### src/rtl/disp_pkg.sv
// ---------------------------------------------------------------------------
// disp_pkg
// Shared constants and helpers for the multiplexed 7-segment display blocks.
//   NIBBLE_W       : bits per displayed hex digit
//   SEG_W          : segment count of the downstream decoder output
//   DEF_NUM_DIGITS : default digit count for display scanners
//   idx_width()    : width of a digit index for a given digit count
// ---------------------------------------------------------------------------
package disp_pkg;

  localparam int NIBBLE_W       = 4;
  localparam int SEG_W          = 7;
  localparam int DEF_NUM_DIGITS = 4;

  // A single-digit display still needs a one-bit index register.
  function automatic int idx_width(input int n);
    return (n <= 1) ? 1 : $clog2(n);
  endfunction

endpackage

### src/rtl/refresh_prescaler.sv
// ---------------------------------------------------------------------------
// refresh_prescaler
// Generic modulo-DIV counter. cnt runs 0..DIV-1 and wraps; tick is high
// while cnt sits at its last value, so the wrap and the tick share one edge.
// Ports:
//   clk  in   rising-edge clock
//   rst  in   asynchronous active-low reset (cnt -> 0)
//   cnt  out  current count, CNT_W bits
//   tick out  1 when cnt == DIV-1
// ---------------------------------------------------------------------------
module refresh_prescaler #(
  parameter int DIV   = 50000,
  parameter int CNT_W = 16
) (
  input  logic             clk,
  input  logic             rst,
  output logic [CNT_W-1:0] cnt,
  output logic             tick
);

  localparam logic [CNT_W-1:0] LAST = CNT_W'(DIV - 1);

  logic [CNT_W-1:0] r_cnt;
  logic             w_tick;

  assign w_tick = (r_cnt == LAST);

  always_ff @(posedge clk or negedge rst) begin
    if (!rst) begin
      r_cnt <= '0;
    end else if (w_tick) begin
      r_cnt <= '0;
    end else begin
      r_cnt <= r_cnt + CNT_W'(1);
    end
  end

  assign cnt  = r_cnt;
  assign tick = w_tick;

endmodule

### src/rtl/digit_scan_mux.sv
// ---------------------------------------------------------------------------
// digit_scan_mux
// Time-multiplexed scanner for a common-anode multi-digit 7-segment display.
// Steps through the nibbles of a double-buffered hex value one digit slot at
// a time, with a short all-off guard at the start of each slot, optional
// leading-zero blanking, and a pulse on every frame wrap.
// Ports:
//   clk          in   rising-edge clock
//   rst          in   asynchronous active-low reset
//   load         in   strobe: capture value_in into the pending buffer
//   value_in     in   packed digits, nibble 0 = rightmost digit
//   blank_lz     in   1 = blank leading zeros (level)
//   digit_nibble out  nibble for the downstream hex-to-7-segment decoder
//   digit_en     out  active-low digit enables (one low, or all high)
//   digit_blank  out  1 = segments must be forced off this cycle
//   frame_done   out  one-cycle pulse when the scan wraps back to digit 0
// ---------------------------------------------------------------------------
module digit_scan_mux
  import disp_pkg::*;
#(
  parameter int NUM_DIGITS  = DEF_NUM_DIGITS,
  parameter int REFRESH_DIV = 50000,
  parameter int GUARD       = 2,
  parameter int CNT_W       = 16
) (
  input  logic                           clk,
  input  logic                           rst,
  input  logic                           load,
  input  logic [NIBBLE_W*NUM_DIGITS-1:0] value_in,
  input  logic                           blank_lz,
  output logic [NIBBLE_W-1:0]            digit_nibble,
  output logic [NUM_DIGITS-1:0]          digit_en,
  output logic                           digit_blank,
  output logic                           frame_done
);

  localparam int                IDX_W    = idx_width(NUM_DIGITS);
  localparam int                VAL_W    = NIBBLE_W * NUM_DIGITS;
  localparam logic [IDX_W-1:0]  LAST_IDX = IDX_W'(NUM_DIGITS - 1);
  localparam logic [CNT_W-1:0]  GUARD_C  = CNT_W'(GUARD);

  generate
    if ((NUM_DIGITS < 2) || (GUARD < 0) || (REFRESH_DIV < GUARD + 2) ||
        ((CNT_W < 31) && (REFRESH_DIV > (1 << CNT_W)))) begin : g_bad_params
      $error("digit_scan_mux: illegal NUM_DIGITS/REFRESH_DIV/GUARD/CNT_W combination");
    end
  endgenerate

  // Digit i (i>0) is blanked when it and every digit above it are zero.
  function automatic logic [NUM_DIGITS-1:0] lz_mask(input logic [VAL_W-1:0] val,
                                                   input logic            enable);
    logic zero_above;
    lz_mask    = '0;
    zero_above = enable;
    for (int i = NUM_DIGITS - 1; i >= 1; i--) begin
      zero_above = zero_above & (val[i*NIBBLE_W +: NIBBLE_W] == '0);
      lz_mask[i] = zero_above;
    end
  endfunction

  logic [CNT_W-1:0]      w_cnt;
  logic [CNT_W-1:0]      w_cnt_nxt;
  logic                  w_tick;
  logic                  w_boundary;
  logic [IDX_W-1:0]      r_idx;
  logic [IDX_W-1:0]      w_idx_nxt;
  logic [VAL_W-1:0]      r_active;
  logic [VAL_W-1:0]      w_active_nxt;
  logic [VAL_W-1:0]      r_pend;
  logic                  r_pend_v;
  logic [NUM_DIGITS-1:0] w_lz;
  logic [NIBBLE_W-1:0]   w_nib_nxt;
  logic                  w_slot_blank;
  logic                  w_blank_nxt;
  logic [NUM_DIGITS-1:0] w_en_nxt;
  logic [NIBBLE_W-1:0]   r_nibble;
  logic [NUM_DIGITS-1:0] r_en;
  logic                  r_blank;
  logic                  r_frame_done;

  refresh_prescaler #(
    .DIV   (REFRESH_DIV),
    .CNT_W (CNT_W)
  ) u_prescaler (
    .clk  (clk),
    .rst  (rst),
    .cnt  (w_cnt),
    .tick (w_tick)
  );

  // Outputs are registered from the next-state view, so mirror the wrap here.
  assign w_cnt_nxt  = w_tick ? '0 : w_cnt + CNT_W'(1);
  assign w_boundary = w_tick & (r_idx == LAST_IDX);

  // ---- digit index FSM: linear walk 0..NUM_DIGITS-1, advancing on tick ----
  always_ff @(posedge clk or negedge rst) begin
    if (!rst) begin
      r_idx <= '0;
    end else begin
      r_idx <= w_idx_nxt;
    end
  end

  always_comb begin
    w_idx_nxt = r_idx;
    if (w_tick) begin
      w_idx_nxt = (r_idx == LAST_IDX) ? '0 : r_idx + IDX_W'(1);
    end
  end

  // ---- active/pending double buffer; active only changes on a frame wrap ----
  always_comb begin
    w_active_nxt = r_active;
    if (w_boundary) begin
      if (load) begin
        w_active_nxt = value_in;
      end else if (r_pend_v) begin
        w_active_nxt = r_pend;
      end
    end
  end

  always_ff @(posedge clk or negedge rst) begin
    if (!rst) begin
      r_active <= '0;
      r_pend   <= '0;
      r_pend_v <= 1'b0;
    end else begin
      r_active <= w_active_nxt;
      if (load) begin
        r_pend <= value_in;
      end
      if (w_boundary) begin
        r_pend_v <= 1'b0;
      end else if (load) begin
        r_pend_v <= 1'b1;
      end
    end
  end

  // ---- output decode for the slot the next edge enters ----
  assign w_lz = lz_mask(w_active_nxt, blank_lz);

  always_comb begin
    w_nib_nxt    = '0;
    w_slot_blank = 1'b0;
    for (int i = 0; i < NUM_DIGITS; i++) begin
      if (w_idx_nxt == IDX_W'(i)) begin
        w_nib_nxt    = w_active_nxt[i*NIBBLE_W +: NIBBLE_W];
        w_slot_blank = w_lz[i];
      end
    end
    w_blank_nxt = (w_cnt_nxt < GUARD_C) | w_slot_blank;
    w_en_nxt    = '1;
    for (int i = 0; i < NUM_DIGITS; i++) begin
      if ((w_idx_nxt == IDX_W'(i)) && !w_blank_nxt) begin
        w_en_nxt[i] = 1'b0;
      end
    end
  end

  always_ff @(posedge clk or negedge rst) begin
    if (!rst) begin
      r_nibble     <= '0;
      r_en         <= '1;
      r_blank      <= 1'b1;
      r_frame_done <= 1'b0;
    end else begin
      r_nibble     <= w_nib_nxt;
      r_en         <= w_en_nxt;
      r_blank      <= w_blank_nxt;
      r_frame_done <= w_boundary;
    end
  end

  assign digit_nibble = r_nibble;
  assign digit_en     = r_en;
  assign digit_blank  = r_blank;
  assign frame_done   = r_frame_done;

endmodule
### config.mk
export PLATFORM = sky130hd
export DESIGN_NAME = digit_scan_mux
export DESIGN_NICKNAME = d
export VERILOG_FILES = /design/src/rtl/disp_pkg.sv /design/src/rtl/refresh_prescaler.sv /design/src/rtl/digit_scan_mux.sv
export SDC_FILE = /design/constraint.sdc
export NUM_CORES = 1
export LEC_CHECK = 0
export CAP_MARGIN = 20
export CORE_UTILIZATION = 50
export DETAILED_ROUTE_END_ITERATION = 8
export GPL_TIMING_DRIVEN = 0
export PLACE_DENSITY = 0.73
export SLEW_MARGIN = 20
export SYNTH_ARGS = -nofsm -noshare
export SYNTH_HDL_FRONTEND = slang
export SYNTH_SLANG_ARGS = --single-unit
### constraint.sdc
create_clock -name clk -period 3.1 [get_ports clk]
set_input_delay 0.465 -clock clk [delete_from_list [all_inputs] [get_ports clk]]
set_output_delay 0.465 -clock clk [all_outputs]
set_load 0.05 [all_outputs]
==> impl_metrics.json, run 1 <==
{
  "critPathMaxFanout": 10,
  "synth_edf_count": 0,
  "critPathMaxStageDelay_ns": 0.55,
  "synth_seq_cells": 61,
  "die_area_sq_um": 6200,
  "worst_slack_ns": 0.234,
  "power_frac_seq": 0.511,
  "cp_data_arrival_time_ns": 3.15,
  "drive_above_1_share": 0.199,
  "async_reset_ff_frac": 1.00,
  "status": "completed",
  "clkTransAtPathRegs_ns": 0.07,
  "grt_pass1_vias": 2178,
  "final_antenna_net_count": 0,
  "cts_root_buf": "clkbuf_8",
  "drt-wirelength-per-cell_um": 15.9,
  "hpwl_um": 4170,
  "numClockSinks": 61,
  "switching_share": 0.235,
  "num_antenna_cells": 0,
  "gp_congestion": 0.817,
  "viasPerCell": 5.65,
  "comb_power_share": 0.052,
  "track_usage": 0.225,
  "io_pins": 30,
  "dpl_worst_slack_ns": 0.0433,
  "h-tree-depth": 3,
  "yosysWarningCount": 0,
  "rsz0062_at_grt": "no",
  "antenna_found_initial": 0,
  "wirelength_um": 6030,
  "grt_pass1_wl_um": 10400,
  "nFillCells": 456,
  "pwr-share-clk": 0.436,
  "required_ns": 3.38,
  "crit_slowest_cell": "or4b_4",
  "startpoint_type": "register",
  "fin_worst_skew_ns": 0.0120,
  "drtIter0Drc": 147,
  "drc_errors": 0,
  "stdcell_count": 379,
  "hold_violations": 0,
  "core-area_sq_um": 5570,
  "wl_met2_um": 2920,
  "ys_seq_area_frac": 0.521,
  "synth.avg_cell_area_sq_um": 11.3,
  "dp.cells": 362,
  "start_util": 0.528,
  "ir_worst_vdd_uv": 309,
  "fin_nets": 324,
  "dr_wl_met3_um": 185,
  "row_count": 27,
  "p_leak_nw": 1.49,
  "cts_tree": "done",
  "insertion_delay_ns": 0.35,
  "fmax_mhz": 349,
  "post-route-period-util": 0.925,
  "path_class": "reg2reg",
  "port_buffers": 28,
  "setup_viol": 0,
  "reg2regPathDepth": 10,
  "netlist_instances": 261,
  "first_pass_iters": 4,
  "power.switching_mw": 0.379,
  "setup_tns_ns": 0,
  "max-cap-violations": 0,
  "vias": 2143,
  "numCtsBuffers": 9,
  "cp_cell_sequence": "or4b_4 -> or4_1 -> buf_6 -> inv_8 -> buf_12 -> mux2i_1 -> o2111ai_2 -> nor4_2 -> o211ai_2 -> nand4_1",
  "hp-class": "reg2reg",
  "die_x_um": 78.7,
  "cts_buffer_depth": 2,
  "relSlewSlack": 0.514,
  "syn_nets": 283,
  "top_layer_used": "met4",
  "p_int_mw": 1.23,
  "min_period_ns": 2.87,
  "die_h_um": 78.7,
  "syn-cell-area_sq_um": 2940,
  "power_density_nw_per_um2": 455,
  "hold_depth": 1,
  "ys_types": 50,
  "grt_max_degree": 40,
  "wl_met1_um": 2840,
  "synthFlopType": "dfrtp_1",
  "syn2layout_area_growth_pct": 20.5,
  "worst_setup_path_end_kind": "register",
  "overflow": 0,
  "postCtsSetupRepairBufs": 0,
  "finalMaxSlewViolations": 0,
  "worst_pin_slew_ns": 0.727
}
## registers in the layout, indices dropped and copies added, names as in the netlist
register / cells
digit_nibble: 4
digit_blank: 1
digit_en: 4
r_pend: 16
u_prescaler.cnt: 16
frame_done: 1
r_pend_v: 1
r_idx: 2
r_active: 16
## path summary, 6_finish.rpt
| path | startpoint | to | slack [ns] |
|---|---|---|---|
| setup / recovery | u_prescaler.cnt[5] | digit_en[2] | 0.23 |
| hold / removal | u_prescaler.cnt[0] | u_prescaler.cnt[0] | 0.46 |
| setup reg to reg | u_prescaler.cnt[5] | digit_en[2] | 0.23 |
| hold reg to reg | u_prescaler.cnt[0] | u_prescaler.cnt[0] | 0.46 |
| max in group asynchronous | rst | digit_en[1] | 1.99 |
| min in group asynchronous | rst | r_pend[0] | 0.55 |
## per-stage QoR
step           power (mW)  hold slack, ns  area [sq um]  utilization
2_1_floorplan       0.872           0.169          2940            -
3_3_place_gp        0.919           0.451          3310        0.595
3_5_place_dp        0.924           0.380          3330        0.598
4_1_cts              1.63           0.463          3540        0.635
5_1_grt              1.68           0.479          3550        0.636
6_report             1.61           0.459          3550        0.636
## synth_stat cells, types with 2 or more instances
library cell,n,share of area
nor3_1,3,0.0051
xnor2_1,7,0.021
clkbuf_1,8,0.010
and4_1,3,0.0089
and3_1,2,0.0042
ha_1,2,0.0085
o21ai_0,4,0.0068
buf_6,2,0.0076
xor2_1,7,0.021
nand4bb_1,2,0.0076
a21oi_1,5,0.0085
nor4_2,2,0.0085
dfrtp_1,56,0.48
dfstp_2,5,0.045
and2_1,3,0.0064
nand4_1,8,0.017
a31oi_1,8,0.017
nand2_1,25,0.032
a32oi_1,7,0.021
mux2i_1,7,0.024
nor2_1,18,0.023
mux2_2,20,0.076
or4_1,2,0.0051
nand3_1,12,0.020
mux2_1,3,0.011
a211oi_1,4,0.010
nand3_2,2,0.0068
inv_1,8,0.010
nor2b_1,2,0.0042
o31ai_1,4,0.010
## worst max-delay path, delay by kind of cell (launching register included)
family,cells,cell delay (ns)
and+or+nand+nor,4,1.38
muxes,1,0.25
AOI/OAI and AO/OA,2,0.31
DFF,1,0.47
buffers and inverters,3,0.39
## kinds of logic after synthesis
group / Yosys count / synth area share
AOI/OAI and AO/OA: 40 / 0.102
xor gates and xnor gates: 14 / 0.0416
adders and majority gates: 2 / 0.00850
buffers and inverters: 22 / 0.0416
DFF: 61 / 0.521
muxes: 30 / 0.112
and+or+nand+nor: 92 / 0.173
## timing repair
item | CTS | global route
endpoints found under the hold margin | 3 | 0
setup endpoints to repair | 0 | 4
hold buffers | 1 | 0
resized for setup | 0 | 3
## cell type report
class                           instances  area [sq um]  area share
Buffer                                 13          82.6      0.0233
Inverter                                9          41.3      0.0116
Timing Repair Buffer                   30           308      0.0868
Clock buffer                            9           124      0.0349
Sequential cell                        61          1530       0.432
Tap cell                               72          90.1      0.0254
Clock inverter                          7          76.3      0.0215
Multi-Input combinational cell        178          1290       0.364
## routing by layer
metal | vias to the layer above | GRT usage
li1 | 1037 | -
met1 | 1050 | 0.284
met2 | 43 | 0.370
met3 | 13 | 0.0552
met4 | 0 | 0.0944
met5 | - | 0
## power by group through the flow
stage | registers, mW | logic [mW] | clock network (mW)
5_1_grt | 0.827 | 0.0937 | 0.758
3_3_place_gp | 0.839 | 0.0797 | 0
2_1_floorplan | 0.838 | 0.0344 | 0
4_1_cts | 0.825 | 0.0857 | 0.719
6_report | 0.825 | 0.0842 | 0.704
3_5_place_dp | 0.840 | 0.0844 | 0
## cell usage in the layout (no fill, tap or decap), types with 4 or more instances in the layout
cell type,count
nand2_1,25
a211oi_1,4
dfrtp_1,56
mux2i_1,6
o21ai_0,4
dfstp_2,5
xnor2_1,7
a31oi_1,8
clkbuf_8,9
nor2_1,18
nand4_1,8
clkbuf_1,7
inv_1,8
nand3_1,12
o31ai_1,4
a21oi_1,5
a32oi_1,7
mux2_2,20
clkdlybuf4s50_1,27
xor2_1,7
(Power assumes the default switching activity.)
==> run 2, diff against run 1 <==
SETUP_SLACK_MARGIN = 0.1   (was default)
==> run 2 against run 1 <==
- clock skew hardly changed
- first-iteration DRC count is 10% higher
- power is essentially flat
- global-route usage did not move
- core utilization increased by 0.090 points
- register-to-register slack improved by 0.02 ns
- setup slack gained 0.022 ns
- critical path depth stayed put
- largest cell class unchanged
- largest power group unchanged
==> impl_metrics.json, run 2 (synthesized netlist as in run 1, its figures left out) <==
{
  "start_util": 0.528,
  "cp.depth": 10,
  "h-tree-depth": 3,
  "hold_depth": 1,
  "critPathMaxStageDelay_ns": 0.54,
  "status": "completed",
  "final_antenna_net_count": 0,
  "drive_above_1_share": 0.205,
  "fmax_mhz": 352,
  "top_layer_used": "met4",
  "cp_data_arrival_time_ns": 3.13,
  "clkTransAtPathRegs_ns": 0.07,
  "core-area_sq_um": 5570,
  "overflow": 0,
  "most-common-layout-cells": "dfrtp_1, clkdlybuf4s50_1, nand2_1, mux2_2, nor2_1",
  "grt_pass1_wl_um": 10400,
  "cts_root_buf": "clkbuf_8",
  "dpl_cell_area_sq_um": 3330,
  "grt_pass1_vias": 2175,
  "min_period_ns": 2.84,
  "final_cell_area_sq_um": 3550,
  "ir_worst_vdd_uv": 309,
  "dr_wl_met3_um": 206,
  "power_density_nw_per_um2": 454,
  "final_common_cell": "dfrtp_1",
  "cpLargestDelayFamily": "simple AND/OR/NAND/NOR gates",
  "row_count": 27,
  "startpoint_type": "register",
  "numCtsBuffers": 9,
  "vias": 2154,
  "path_buf_inv": 3,
  "hpwl_um": 4170,
  "track_usage": 0.225,
  "cts_tree": "done",
  "wirelength_um": 6080,
  "die_area_sq_um": 6200,
  "worst_slack_ns": 0.255,
  "numClockSinks": 61,
  "finalMaxSlewViolations": 0,
  "required_ns": 3.38,
  "drt-wirelength-per-cell_um": 16.0,
  "p_leak_nw": 1.49,
  "setup_viol": 0,
  "crit_slowest_cell": "or4b_4",
  "worst_setup_path_end_kind": "register",
  "gp_congestion": 0.817,
  "setup_tns_ns": 0,
  "path_class": "reg2reg",
  "hold_violations": 0,
  "cp_cell_sequence": "or4b_4 -> or4_1 -> buf_6 -> inv_8 -> buf_12 -> mux2i_2 -> o2111ai_2 -> nor4_2 -> o211ai_2 -> nand4_1",
  "syn2layout_area_growth_pct": 20.7,
  "wl_met2_um": 2960,
  "drtIter0Drc": 162,
  "port_buffers": 28,
  "grt_max_degree": 40,
  "antenna_found_initial": 0,
  "dpl_worst_slack_ns": 0.0433,
  "first_pass_iters": 4,
  "reg2regPathDepth": 10,
  "cts_buffer_depth": 2,
  "fin_nets": 324,
  "critPathMaxFanout": 10,
  "max-cap-violations": 0,
  "hp-class": "reg2reg",
  "fin_worst_skew_ns": 0.0120,
  "die_x_um": 78.7,
  "die_h_um": 78.7,
  "io_pins": 30,
  "num_antenna_cells": 0,
  "insertion_delay_ns": 0.35,
  "worst_pin_slew_ns": 0.737,
  "rsz0062_at_grt": "no",
  "final_util": 0.637,
  "relSlewSlack": 0.507,
  "wl_met1_um": 2820,
  "viasPerCell": 5.68,
  "post-route-period-util": 0.918,
  "drc_errors": 0
}
run 2: cell counts in the layout (fill, tap and decap cells not counted):
No cell type changed its count.
run 2: layout make-up:
type | instances | area (sq um)
fill | 453 | 2020
sequential | 61 | 1530
multi-input combinational | 178 | 1300
timing repair buffer | 30 | 308
clock buffer | 9 | 124
tap | 72 | 90.1
buffer | 13 | 82.6
clock inverter | 7 | 76.3
inverter | 9 | 41.3
run 2: final timing paths:
path,slack (ns),end,from
setup reg to reg,0.26,digit_en[2],u_prescaler.cnt[5]
min in group asynchronous,0.55,r_pend[0],rst
hold reg to reg,0.46,u_prescaler.cnt[0],u_prescaler.cnt[0]
setup / recovery,0.26,digit_en[2],u_prescaler.cnt[5]
hold / removal,0.46,u_prescaler.cnt[0],u_prescaler.cnt[0]
max in group asynchronous,1.99,digit_en[1],rst
run 2: what timing repair did:
action,in CTS,in global routing
gates resized for setup,1,4
setup endpoints to repair,4,7
hold buffers,1,0
hold endpoints to repair,3,0
buffers inserted,0,0
cloned,0,0
run 2: routing by layer:
| metal | up-vias | GRT usage |
|---|---|---|
| li1 | 1034 | - |
| met1 | 1063 | 0.284 |
| met2 | 47 | 0.370 |
| met3 | 10 | 0.0552 |
| met4 | 0 | 0.0944 |
| met5 | - | 0 |
run 2: worst register-to-register path, cell delays in order (launching register included):
cell and delay, ns:
dfrtp_2 0.46, or4b_4 0.54, or4_1 0.55, buf_6 0.17
inv_8 0.09, buf_12 0.13, mux2i_2 0.25, o2111ai_2 0.15
nor4_2 0.18, o211ai_2 0.15, nand4_1 0.11
run 2: per-stage QoR:
step / hold WS (ns) / power (mW) / std cells
2_1_floorplan: 0.169 / 0.872 / 261
3_3_place_gp: 0.451 / 0.919 / 361
3_5_place_dp: 0.380 / 0.924 / 362
4_1_cts: 0.463 / 1.63 / 379
5_1_grt: 0.479 / 1.68 / 379
6_report: 0.459 / 1.61 / 379
run 2: power by group:
group | internal, mW | total [mW] | switching [mW] | leakage, nW
logic | 0.0448 | 0.0841 | 0.0394 | 0.639
registers | 0.817 | 0.825 | 0.00809 | 0.757
clock network | 0.373 | 0.705 | 0.332 | 0.0954
total | 1.23 | 1.61 | 0.379 | 1.49
==> run 3, diff against run 2 <==
ABC_AREA = 1   (was default)
PLACE_DENSITY = 0.71   (was 0.73)
==> run 3 against run 2 <==
- worst hold slack got worse by 0.011 ns
- first-iteration DRC count rose by 49%
- critical path type is now reg2out
- highest routed layer unchanged
- fmax rose by 34%
- design area rose by 8.6%
- largest power group unchanged
- power rose by 4.2%
- die area rose by 9.8%
- setup slack improved by 0.73 ns
- clock power rose by 8.7%
- clock skew fell by 0.0043 ns
- core utilization fell by 0.47 points
==> impl_metrics.json, run 3 <==
{
  "dpl_worst_slack_ns": 1.00,
  "final_cell_area_sq_um": 3860,
  "required_ns": 2.63,
  "drtIter0Drc": 242,
  "ys_seq_area_frac": 0.473,
  "worst_pin_slew_ns": 0.496,
  "start_util": 0.532,
  "clkTransAtPathRegs_ns": 0.07,
  "synth.area.top_cells": "dfrtp_1, nand2_1, inv_1, nor2_1, nand3_1",
  "finalMaxSlewViolations": 0,
  "hold_start": "load",
  "async_reset_ff_frac": 1.00,
  "cts_resized": 0,
  "die_x_um": 82.5,
  "yosysWarningCount": 0,
  "fin_nets": 491,
  "synth_edf_count": 0,
  "r2r-start": "u_prescaler.cnt[0]",
  "drive_above_1_share": 0.133,
  "final_antenna_net_count": 0,
  "row_count": 28,
  "netlist_instances": 428,
  "critPathMaxStageDelay_ns": 0.79,
  "syn2layout_area_growth_pct": 19.0,
  "yosysTopAreaCell": "dfrtp_1",
  "relSlewSlack": 0.668,
  "critPathMaxFanout": 1,
  "synth_seq_cells": 61,
  "holdWs_ns": 0.448,
  "viasPerCell": 5.02,
  "core-area_sq_um": 6100,
  "h-tree-depth": 3,
  "die_area_sq_um": 6810,
  "fin_worst_skew_ns": 0.00765,
  "status": "completed",
  "cts_buffer_depth": 2,
  "worst_slack_ns": 0.982,
  "cts_root_buf": "clkbuf_8",
  "final_util": 0.633,
  "dpl_cell_area_sq_um": 3630,
  "grt_max_degree": 43,
  "synth.most_common_cell": "nand2_1",
  "cts_tree": "done",
  "worst_setup_path_end_kind": "primary output",
  "synthTopCellsByCount": "nand2_1, dfrtp_1, inv_1",
  "num_antenna_cells": 0,
  "grt_pass1_wl_um": 12100,
  "gp_congestion": 0.875,
  "wirelength_um": 7050,
  "setup_tns_ns": 0,
  "syn-cell-area_sq_um": 3240,
  "stdcell_count": 549,
  "synth_largest_type_area_fraction": 0.432,
  "io_pins": 30,
  "path_buf_inv": 1,
  "setup_viol": 0,
  "grt_pass1_vias": 2536,
  "drc_errors": 0,
  "crit_start": "digit_en[1]",
  "insertion_delay_ns": 0.34,
  "overflow": 0,
  "post-route-period-util": 0.683,
  "vias": 2754,
  "max-cap-violations": 0,
  "rsz0062_at_grt": "no",
  "antenna_found_initial": 0,
  "synthFlopType": "dfrtp_1",
  "path_class": "reg2out",
  "final_common_cell": "nand2_1",
  "syn_nets": 450,
  "numClockSinks": 61,
  "hold_violations": 0,
  "cp_cell_sequence": "clkdlybuf4s50_1",
  "synth.avg_cell_area_sq_um": 7.57,
  "drt-wirelength-per-cell_um": 12.8,
  "hpwl_um": 5260,
  "finalPower_mw": 1.68,
  "numCtsBuffers": 9,
  "port_buffers": 28,
  "ys_types": 31,
  "power_density_nw_per_um2": 436,
  "ir_worst_vdd_uv": 324,
  "cpLargestDelayFamily": "buffers and inverters",
  "hp-class": "in2reg",
  "startpoint_type": "register",
  "die_h_um": 82.5,
  "most-common-layout-cells": "nand2_1, dfrtp_1, inv_1, nor2_1, nand3_1",
  "p_leak_nw": 2.04,
  "track_usage": 0.241,
  "cp_data_arrival_time_ns": 1.65,
  "min_period_ns": 2.12,
  "crit_slowest_cell": "clkdlybuf4s50_1",
  "first_pass_iters": 4,
  "fmax_mhz": 472,
  "dp.cells": 532
}
## run 3: changes by cell type after synthesis, sizes merged, moves of 7 or more
cell,before,now
a31oi,8,0
a32oi,7,0
inv,9,58
mux2,23,0
mux2i,7,0
nand2,25,164
nand3,14,34
nor2,18,52
o21ai,5,22
xnor2,7,0
## run 3: timing repair
action | 4_1_cts | 5_1_grt
buffers inserted | 0 | 0
endpoints found under the setup margin | 0 | 0
hold buffers | 1 | 0
hold endpoints to repair | 4 | 0
## run 3: layout make-up
cell class,instances,area [sq um]
plain buffers,9,47.5
clock buffers,9,124
clock inverters,7,90.1
fillers,557,2240
inverters,59,221
multi-input cells,299,1440
flip-flops and latches,61,1530
well taps,75,93.8
repair buffers,30,308
## run 3: worst reg2reg max path, delay by kind of cell, from the launching register on
family / cells / cell delay, ns
fa+ha+maj: 1 / 0.25
simple gates: 9 / 1.31
buf+inv: 1 / 0.08
flops: 1 / 0.41
## run 3: cell families (layout without fill, tap and decap cells)
family,after synthesis,count (layout),share of synthesized area
adder cells (fa/ha/maj),2,2,0.00772
AND/OR/NAND/NOR,259,259,0.361
XOR/XNOR,4,4,0.0108
buffers and inverters,68,114,0.0830
AO/OA/AOI/OAI,34,34,0.0641
flip-flops,61,61,0.473
## run 3: worst paths after layout
path / endpoint / slack (ns) / cells past startpoint
setup reg to reg: digit_en[1] / 0.99 / 11
max in group asynchronous: digit_en[3] / 2.01 / 3
setup / recovery: digit_en[1] / 0.98 / 1
hold reg to reg: r_pend[1] / 0.47 / 2
min in group asynchronous: u_prescaler.cnt[12] / 0.54 / 2
hold / removal: r_pend[6] / 0.45 / 3
## run 3: routing by layer
| metal | vias to the layer above | wire length, um | part of all wire | track usage |
|---|---|---|---|---|
| met5 | - | 0 | 0 | 0 |
| met4 | 0 | 87 | 0.012 | 0.0948 |
| met3 | 8 | 390 | 0.055 | 0.0473 |
| met2 | 70 | 2940 | 0.42 | 0.334 |
| met1 | 1271 | 3640 | 0.52 | 0.366 |
| li1 | 1405 | - | - | - |
## run 3: where the power goes
group	leakage, nW	switching, mW	total, mW	internal (mW)
Combinational	1.19	0.0508	0.0934	0.0426
Sequential	0.744	0.00760	0.822	0.814
Clock	0.105	0.318	0.766	0.448
